--- config.mk ---
export PLATFORM = sky130hd
export DESIGN_NAME = ps2_packet_assembler
export DESIGN_NICKNAME = d
export VERILOG_FILES = /design/src/rtl/ps2_pkg.sv /design/src/rtl/ps2_timeout_counter.sv /design/src/rtl/ps2_packet_assembler.sv
export SDC_FILE = /design/constraint.sdc
export NUM_CORES = 1
export LEC_CHECK = 0
export CAP_MARGIN = 0
export CORE_AREA = 5 5 113 62
export DETAILED_ROUTE_END_ITERATION = 8
export DIE_AREA = 0 0 118 67
export PLACE_DENSITY = 0.72
export SETUP_SLACK_MARGIN = 0.4
export SLEW_MARGIN = 20
export SYNTH_ARGS = -nofsm -noshare
export SYNTH_HDL_FRONTEND = slang
export SYNTH_SLANG_ARGS = --single-unit
--- constraint.sdc ---
create_clock -name clk -period 4.7 [get_ports clk]
set_clock_uncertainty 0.05 [all_clocks]
set_input_delay 0.94 -clock clk [delete_from_list [all_inputs] [get_ports clk]]
set_output_delay 0.94 -clock clk [all_outputs]
set_load 0.03 [all_outputs]
--- src/rtl/ps2_pkg.sv ---
// ---------------------------------------------------------------------------
// ps2_pkg
// Shared definitions for the PS/2 packet assembler:
//   - ps2_state_e   : packet assembler FSM states
//   - PKT_BYTES_MAX : largest packet the assembler can be built for
//   - IDX_W         : width of the in-packet byte index
//   - sat_inc8      : saturating 8-bit increment used by the drop counter
// ---------------------------------------------------------------------------
package ps2_pkg;

  localparam int PKT_BYTES_MAX = 8;
  localparam int IDX_W         = $clog2(PKT_BYTES_MAX);

  typedef enum logic {
    IDLE    = 1'b0,
    COLLECT = 1'b1
  } ps2_state_e;

  function automatic logic [7:0] sat_inc8(input logic [7:0] v);
    return (v == 8'hFF) ? v : v + 8'd1;
  endfunction

endpackage

--- src/rtl/ps2_timeout_counter.sv ---
// ---------------------------------------------------------------------------
// ps2_timeout_counter
// Counts consecutive enabled cycles and flags when TIMEOUT of them have
// elapsed. TIMEOUT = 0 disables the counter entirely (expired never rises).
//
// Ports:
//   clk     in  clock, rising edge
//   reset   in  synchronous active-high reset
//   clear   in  restart the count from zero
//   enable  in  count this cycle
//   expired out high during the TIMEOUT-th consecutive enabled cycle
// ---------------------------------------------------------------------------
module ps2_timeout_counter #(
  parameter int TIMEOUT = 1024
) (
  input  logic clk,
  input  logic reset,
  input  logic clear,
  input  logic enable,
  output logic expired
);

  generate
    if (TIMEOUT == 0) begin : g_off
      logic w_unused_ok;
      assign w_unused_ok = &{1'b0, clk, reset, clear, enable};
      assign expired     = 1'b0;
    end else begin : g_on
      localparam int CW = $clog2(TIMEOUT + 1);
      logic [CW-1:0] r_count;

      // Combinational so the abort lands on the edge that closes the
      // TIMEOUT-th idle cycle, not one cycle later.
      assign expired = enable && (r_count == CW'(TIMEOUT - 1));

      always_ff @(posedge clk) begin
        if (reset || clear || expired) begin
          r_count <= '0;
        end else if (enable) begin
          r_count <= r_count + 1'b1;
        end
      end
    end
  endgenerate

endmodule

--- src/rtl/ps2_packet_assembler.sv ---
// ---------------------------------------------------------------------------
// ps2_packet_assembler
// Groups a stream of PS/2 bytes into PKT_BYTES-byte packets. A packet starts
// with a byte whose bit SYNC_BIT is set; bytes seen while hunting for sync
// are discarded. A completed packet is loaded into a single output register
// with valid/ready handshake; if that register is still occupied the new
// packet is dropped and overflow pulses. A partial packet is abandoned after
// TIMEOUT idle cycles between bytes.
//
// Ports:
//   clk         in   clock, rising edge
//   reset       in   synchronous active-high reset
//   in_byte     in   [7:0] received byte
//   in_valid    in   in_byte valid (always accepted)
//   out_ready   in   consumer takes out_packet this cycle
//   out_packet  out  [8*PKT_BYTES-1:0] packet, first byte in MSBs
//   out_valid   out  out_packet holds an unconsumed packet
//   overflow    out  one-cycle pulse when a completed packet is dropped
//   drop_count  out  [7:0] saturating count of discard/abort/drop events
// ---------------------------------------------------------------------------
module ps2_packet_assembler
  import ps2_pkg::*;
#(
  parameter int PKT_BYTES = 3,
  parameter int SYNC_BIT  = 3,
  parameter int TIMEOUT   = 1024
) (
  input  logic                   clk,
  input  logic                   reset,
  input  logic [7:0]             in_byte,
  input  logic                   in_valid,
  input  logic                   out_ready,
  output logic [8*PKT_BYTES-1:0] out_packet,
  output logic                   out_valid,
  output logic                   overflow,
  output logic [7:0]             drop_count
);

  localparam int               PW       = 8 * PKT_BYTES;
  localparam logic [IDX_W-1:0] LAST_IDX = IDX_W'(PKT_BYTES - 1);

  ps2_state_e       r_state;
  ps2_state_e       w_state_next;
  logic [IDX_W-1:0] r_idx;
  logic [IDX_W-1:0] w_idx_next;

  // Holds bytes 0..PKT_BYTES-2; the last byte joins straight from in_byte.
  logic [PW-9:0]    r_asm;
  logic [PW-1:0]    w_pkt;

  logic [PW-1:0]    r_out_packet;
  logic             r_out_valid;
  logic             r_overflow;
  logic [7:0]       r_drop_count;

  logic             w_store;
  logic             w_complete;
  logic             w_discard;
  logic             w_abort;
  logic             w_load;
  logic             w_drop_pkt;
  logic             w_drop_evt;
  logic             w_tmo_clear;
  logic             w_tmo_enable;
  logic             w_expired;

  ps2_timeout_counter #(
    .TIMEOUT (TIMEOUT)
  ) u_timeout (
    .clk     (clk),
    .reset   (reset),
    .clear   (w_tmo_clear),
    .enable  (w_tmo_enable),
    .expired (w_expired)
  );

  assign w_tmo_clear  = in_valid || (r_state == IDLE);
  assign w_tmo_enable = (r_state == COLLECT) && !in_valid;

  // FSM state register
  always_ff @(posedge clk) begin
    if (reset) begin
      r_state <= IDLE;
      r_idx   <= '0;
    end else begin
      r_state <= w_state_next;
      r_idx   <= w_idx_next;
    end
  end

  // FSM next state and per-cycle events
  always_comb begin
    w_state_next = r_state;
    w_idx_next   = r_idx;
    w_store      = 1'b0;
    w_complete   = 1'b0;
    w_discard    = 1'b0;
    w_abort      = 1'b0;
    case (r_state)
      IDLE: begin
        if (in_valid) begin
          if (in_byte[SYNC_BIT]) begin
            w_store      = 1'b1;
            w_idx_next   = IDX_W'(1);
            w_state_next = COLLECT;
          end else begin
            w_discard = 1'b1;
          end
        end
      end
      COLLECT: begin
        if (in_valid) begin
          if (r_idx == LAST_IDX) begin
            w_complete   = 1'b1;
            w_idx_next   = '0;
            w_state_next = IDLE;
          end else begin
            w_store    = 1'b1;
            w_idx_next = r_idx + 1'b1;
          end
        end else if (w_expired) begin
          w_abort      = 1'b1;
          w_idx_next   = '0;
          w_state_next = IDLE;
        end
      end
      default: begin
        w_state_next = IDLE;
        w_idx_next   = '0;
      end
    endcase
  end

  // Byte assembly: position idx maps to byte lane PKT_BYTES-1-idx.
  always_ff @(posedge clk) begin
    if (w_store) begin
      for (int k = 0; k < PKT_BYTES - 1; k++) begin
        if (r_idx == IDX_W'(k)) begin
          r_asm[8*(PKT_BYTES-2-k) +: 8] <= in_byte;
        end
      end
    end
  end

  assign w_pkt = {r_asm, in_byte};

  // Output slot is free if empty or being consumed this same cycle.
  assign w_load     = w_complete && (!r_out_valid || out_ready);
  assign w_drop_pkt = w_complete && r_out_valid && !out_ready;
  assign w_drop_evt = w_discard || w_abort || w_drop_pkt;

  always_ff @(posedge clk) begin
    if (reset) begin
      r_out_packet <= '0;
      r_out_valid  <= 1'b0;
      r_overflow   <= 1'b0;
      r_drop_count <= '0;
    end else begin
      r_overflow <= w_drop_pkt;
      if (w_load) begin
        r_out_packet <= w_pkt;
        r_out_valid  <= 1'b1;
      end else if (r_out_valid && out_ready) begin
        r_out_valid <= 1'b0;
      end
      if (w_drop_evt) begin
        r_drop_count <= sat_inc8(r_drop_count);
      end
    end
  end

  assign out_packet = r_out_packet;
  assign out_valid  = r_out_valid;
  assign overflow   = r_overflow;
  assign drop_count = r_drop_count;

endmodule
==> results of run 1 <==
-- per-layer routing --
metal  GRT usage, %  part of all wire (%)  routed length (µm)
met5              0                     0                   0
met4           4.72                  0.91                  49
met3           8.48                   7.1                 381
met2           20.3                    41                2240
met1           19.7                    51                2740
-- cell families after synthesis --
kind of cell	Yosys count	synth area share, %
DFF	65	57.5
buffers and inverters	14	2.27
AOI/OAI and AO/OA	25	7.04
xor gates and xnor gates	10	3.45
and+or+nand+nor	91	18.9
adders and majority gates	2	0.985
muxes	25	9.85
-- cells in the mapped netlist (2+ instances only) --
cell	n
nand3_1	6
nor2b_1	2
mux2i_1	25
nor3_1	5
o21a_1	4
buf_2	3
inv_1	4
xor2_1	6
and3b_1	2
o21ai_0	5
dfxtp_1	49
nor2_1	47
nand4_1	3
or3_1	2
nand2b_1	3
clkbuf_1	6
nand2_1	8
xnor2_1	4
a21oi_1	8
ha_1	2
nor4_1	2
edfxtp_1	16
and4b_1	2
-- final cells by class --
class	count	area, µm²
inverters	4	15.0
well taps	77	96.3
clock inverters	5	22.5
repair buffers	47	465
flip-flops and latches	65	1460
clock buffers	11	233
fillers	522	2530
multi-input cells	153	1030
-- power breakdown --
part / total (mW) / internal, mW / switching (mW)
registers: 0.591 / 0.584 / 0.00719
clock network: 0.573 / 0.350 / 0.224
logic: 0.0456 / 0.0199 / 0.0257
total: 1.21 / 0.953 / 0.257
-- worst max-delay path: stages --
cell and delay [ns]:
clkdlybuf4s50_1 0.75, o21ai_0 0.32, nor4b_2 0.85
-- metrics by stage --
stage,power (mW),area [µm²],std cells,hold slack [ns]
detailed placement,0.647,3070,346,0.389
floorplan,0.624,2540,232,0.363
finish,1.21,3330,362,0.392
global placement,0.646,3070,346,0.382
global route,1.26,3330,362,0.423
CTS,1.23,3330,362,0.393
-- flip-flops by register name, summed over array words and instances, names as in the netlist --
name,count
drop_count,8
out_packet,24
out_valid,1
overflow,1
r_asm,16
r_idx,3
r_state,1
u_timeout.g_on.r_count,11
-- final timing paths --
check / endpoint / cells after the start / slack [ns]
setup / recovery: r_asm[5] / 3 / 1.73
setup reg to reg: r_asm[5] / 2 / 2.59
hold / removal: u_timeout.g_on.r_count[0] / 1 / 0.39
hold reg to reg: u_timeout.g_on.r_count[0] / 1 / 0.39
==> metrics.txt, run 1 <==
initial core utilization between 40% and 50%; drc violations 0; top_reg_cell synth dfxtp_1; final critical-path share of the clock period between 60 and 70%; htree depth 3; clk slew on worst S/H paths approximately 0.050 ns; post-synth cell types between 40 and 50; VDD IR max 0.000269 V; Mapped Cells 232; global-route wire length before repair between 8 and 9 mm; Remaining Overflow, GRT 0; Initial DRC Count about 160; Die X 118 µm; commonest non-fill, non-tap cell in the layout dfxtp_1; I/O Buffers 45; Avg WL per Cell 14.9 µm; n_diodes 0; Final Hold Violating Endpoints 0; top cells by area, synth dfxtp_1 (39%), edfxtp_1 (19%), mux2i_1 (9.9%); area leader, netlist dfxtp_1; clk_lat worst skew 0.33 ns; Worst Tran Pin Value approximately 0.94 ns; status completed; critical path class primary input to register; Seq/Total Area, Yosys ~58%; ratio of cells with drive above 1 in the final layout under 10%; CTS sink count between 60 and 70; FFs w/ async S/R, synth 0%; Worst Hold Class register to register; final WL between 5 and 6 mm; CTS Buf Count 9; CTS max path bufs 2; number of flops mapped to enable cells by yosys 16; vias in the first global route ~1700; hold wc startpoint u_timeout.g_on.r_count[0]; Mapped Nets approximately 250; total track usage 14.9%; Worst EP arrival 2.87 ns; ANT nets after route 0; Max-Slew Margin vs Limit approximately 37%; placeable core area roughly 6000 µm²; yosys warns 0; Root Buffer clkbuf_16; crit-path max FO 14; max cap viols 0; num rows 20; drt pass-1 iters 4; Via Count between 1500 and 2000; RSZ-0062 raised after global routing false; Die H between 60 and 70 µm; vias per std cell between 5 and 6; number of top-level pins 46; worst r2r src r_state; WP data required 4.60 ns; fmax around 340 MHz; max-slew violations 0; clock tree from TritonCTS built; Layout Utilization roughly 57%; GPL Wtd Cong between 0.7 and 0.8; Synth Cell Area 2540 µm²; top cell type's share of synthesized area between 30 and 40%; CP Launch Type primary input; full die area around 8000 µm²; Final Critical Period about 3 ns; largest net degree at the start of global routing 38; setup ws final 1.73 ns; hpwl dp 3.65 mm; setup bufs post-CTS 0; Post-CTS Resized 0; pre-CTS setup slack 1.37 ns; post-route setup TNS 0 ns; number of synthesized register bits 65; # setup viols final 0; Pwr per Cell Area 364 nW/µm²; initial antenna violation count 0; crit path launch in_valid; CP Capture Type register; Leak between 1 and 1.5 nW; synthesis-to-layout area growth 31.0%; Avg Cell Area, Syn 10.9 µm²; hold_buf cts 0; most frequent cells in the layout dfxtp_1 (49), nor2_1 (47), clkdlybuf4s50_1 (45); Final nets slightly below 300
No activity file was read; power rests on OpenSTA's default activity.
==> run 2, diff against run 1 <==
==> constraint.sdc (replaced) <==
create_clock -name clk -period 3.06 [get_ports clk]
set_clock_uncertainty 0.05 [all_clocks]
set_input_delay 0.612 -clock clk [delete_from_list [all_inputs] [get_ports clk]]
set_output_delay 0.612 -clock clk [all_outputs]
set_load 0.03 [all_outputs]
==> run 2 against run 1 <==
Sequential share of layout area shrank 0.30 points. Global-route usage shrank 0.11 points. Highest routed layer unchanged. Combinational power grew 59%. Register-to-register slack lost 1.6 ns. Setup slack lost 0.88 ns. Flip-flop and latch count is the same. Cell count grew 0.83%.
==> metrics.txt, run 2 (synthesis gave the netlist of run 1 again) <==
max cap viols 0 (unchanged); vias in the first global route 1815 (+7.4%); ANT nets after route 0 (unchanged); r2r setup slk 1.02 ns (-1.57 ns); CP Launch Type primary input; Final nets 297 (+1.0%); CTS sink count 65 (unchanged); placeable core area 5860 µm² (unchanged); Initial DRC Count 105 (-36%); most frequent cells in the layout dfxtp_1 (49), nor2_1 (47), clkdlybuf4s50_1 (45); commonest non-fill, non-tap cell in the layout dfxtp_1; Pwr Total 1.86 mW (+53%); I/O Buffers 45 (unchanged); fmax between 400 and 500 MHz; Layout Utilization 57.2% (+0.38 points); Final Hold Violating Endpoints 0 (unchanged); max FFs per register 24 (unchanged); num rows 20 (unchanged); Die X 118 µm (unchanged); hold_buf cts 0 (unchanged); clk_lat worst skew 0.32 ns (about the same); VDD IR max 0.000665 V (+150%); Die H 67 µm (unchanged); CTS Buf Count 9 (unchanged); Worst Tran Pin Value 0.675 ns (-0.266 ns); WP data required 3.26 ns (-1.34 ns); initial core utilization 43.4% (unchanged); critical path class primary input to register; post-route cell area 3350 µm² (+0.68%); drc violations 0 (unchanged); max-slew violations 0 (unchanged); synthesis-to-layout area growth 31.9%; status completed; Root Buffer clkbuf_16; CP Capture Type register; clk slew on worst S/H paths 0.05 ns (about the same); Max-Slew Margin vs Limit 54.6% (+18 points); Leak 1.36 nW (+1.1%); Via Count 1800 (-1.7%); area taken by multi-input logic gates 1030 µm² (unchanged); ratio of cells with drive above 1 in the final layout 9.38% (+0.95 points); Worst EP arrival 2.41 ns (-0.46 ns); Worst Hold Class register to register; CTS max path bufs 2 (unchanged); Final Critical Period 2.21 ns; post-route setup TNS 0 ns (unchanged); drt pass-1 iters 4 (unchanged); vias per std cell 4.93 (-2.6%); RSZ-0062 raised after global routing false; Post-DP Area 3090 µm² (+0.73%); Non-Filler Instances 365 (+0.83%); Pwr per Cell Area 554 nW/µm² (+52%); # setup viols final 0 (unchanged); largest net degree at the start of global routing 37 (-2.6%); hpwl dp 3.59 mm (-1.7%); Post-CTS Resized 0 (unchanged); full die area 7910 µm² (unchanged); setup bufs post-CTS 0 (unchanged); htree depth 3 (unchanged); n_diodes 0 (unchanged); number of fill cells in the layout 531 (+1.7%); Cells after DPL 349 (+0.87%); final WL 5.18 mm (-4.1%); Avg WL per Cell 14.2 µm (-4.9%); total track usage 14.8% (-0.11 points); GPL Wtd Cong 0.803 (+1.6%); final critical-path share of the clock period between 70% and 80%; initial antenna violation count 0 (unchanged); clock tree from TritonCTS built; register area 1460 µm² (unchanged); Remaining Overflow, GRT 0 (unchanged); number of top-level pins 46 (unchanged); crit-path max FO 10 (-4); global-route wire length before repair 9.02 mm (+2.4%)
run 2: cell count changes in the layout (fill, tap and decap cells not counted), sizes merged:
| cell | change |
|---|---|
| buf | +3 |
run 2: power by group:
part	total [mW]	internal, mW	switching (mW)
registers	0.906	0.896	0.0106
clock network	0.877	0.537	0.339
logic	0.0724	0.0332	0.0392
run 2: cell type report:
cell class | instances | share of cell area, %
Clock buffer | 11 | 6.95
Clock inverter | 5 | 0.672
Inverter | 4 | 0.448
Multi-Input combinational cell | 153 | 30.9
Sequential cell | 65 | 43.6
Tap cell | 77 | 2.88
Timing Repair Buffer | 50 | 14.6
run 2: worst max-delay path: stages:
cell	delay [ns]
clkdlybuf4s50_1	0.42
nand3b_1	0.32
nor4_4	0.31
o22ai_4	0.18
or4_1	0.41
a21oi_1	0.15
run 2: worst paths after layout:
check / startpoint / end / cells past startpoint
worst min-delay path: u_timeout.g_on.r_count[0] / u_timeout.g_on.r_count[0] / 1
worst min register to register: u_timeout.g_on.r_count[0] / u_timeout.g_on.r_count[0] / 1
worst max-delay path: in_valid / drop_count[5] / 6
worst max register to register: r_state / drop_count[5] / 5
run 2: per-layer routing:
metal	vias up	global-route usage [%]	wire (µm)	part of all wire, %
met4	0	5.15	53	1.0
met2	35	21.4	2170	42
met1	843	19.5	2700	52
met5	-	0	0	0
li1	917	-	-	-
met3	5	6.79	262	5.1
run 2: metrics by stage:
| stage | hold slack (ns) | worst slack [ns] |
|---|---|---|
| after CTS | 0.404 | 0.854 |
| after global placement | 0.385 | 0.576 |
| after floorplan | 0.363 | 0.579 |
| after detailed placement | 0.393 | 0.525 |
| final | 0.401 | 0.851 |
| after global routing | 0.414 | 0.709 |
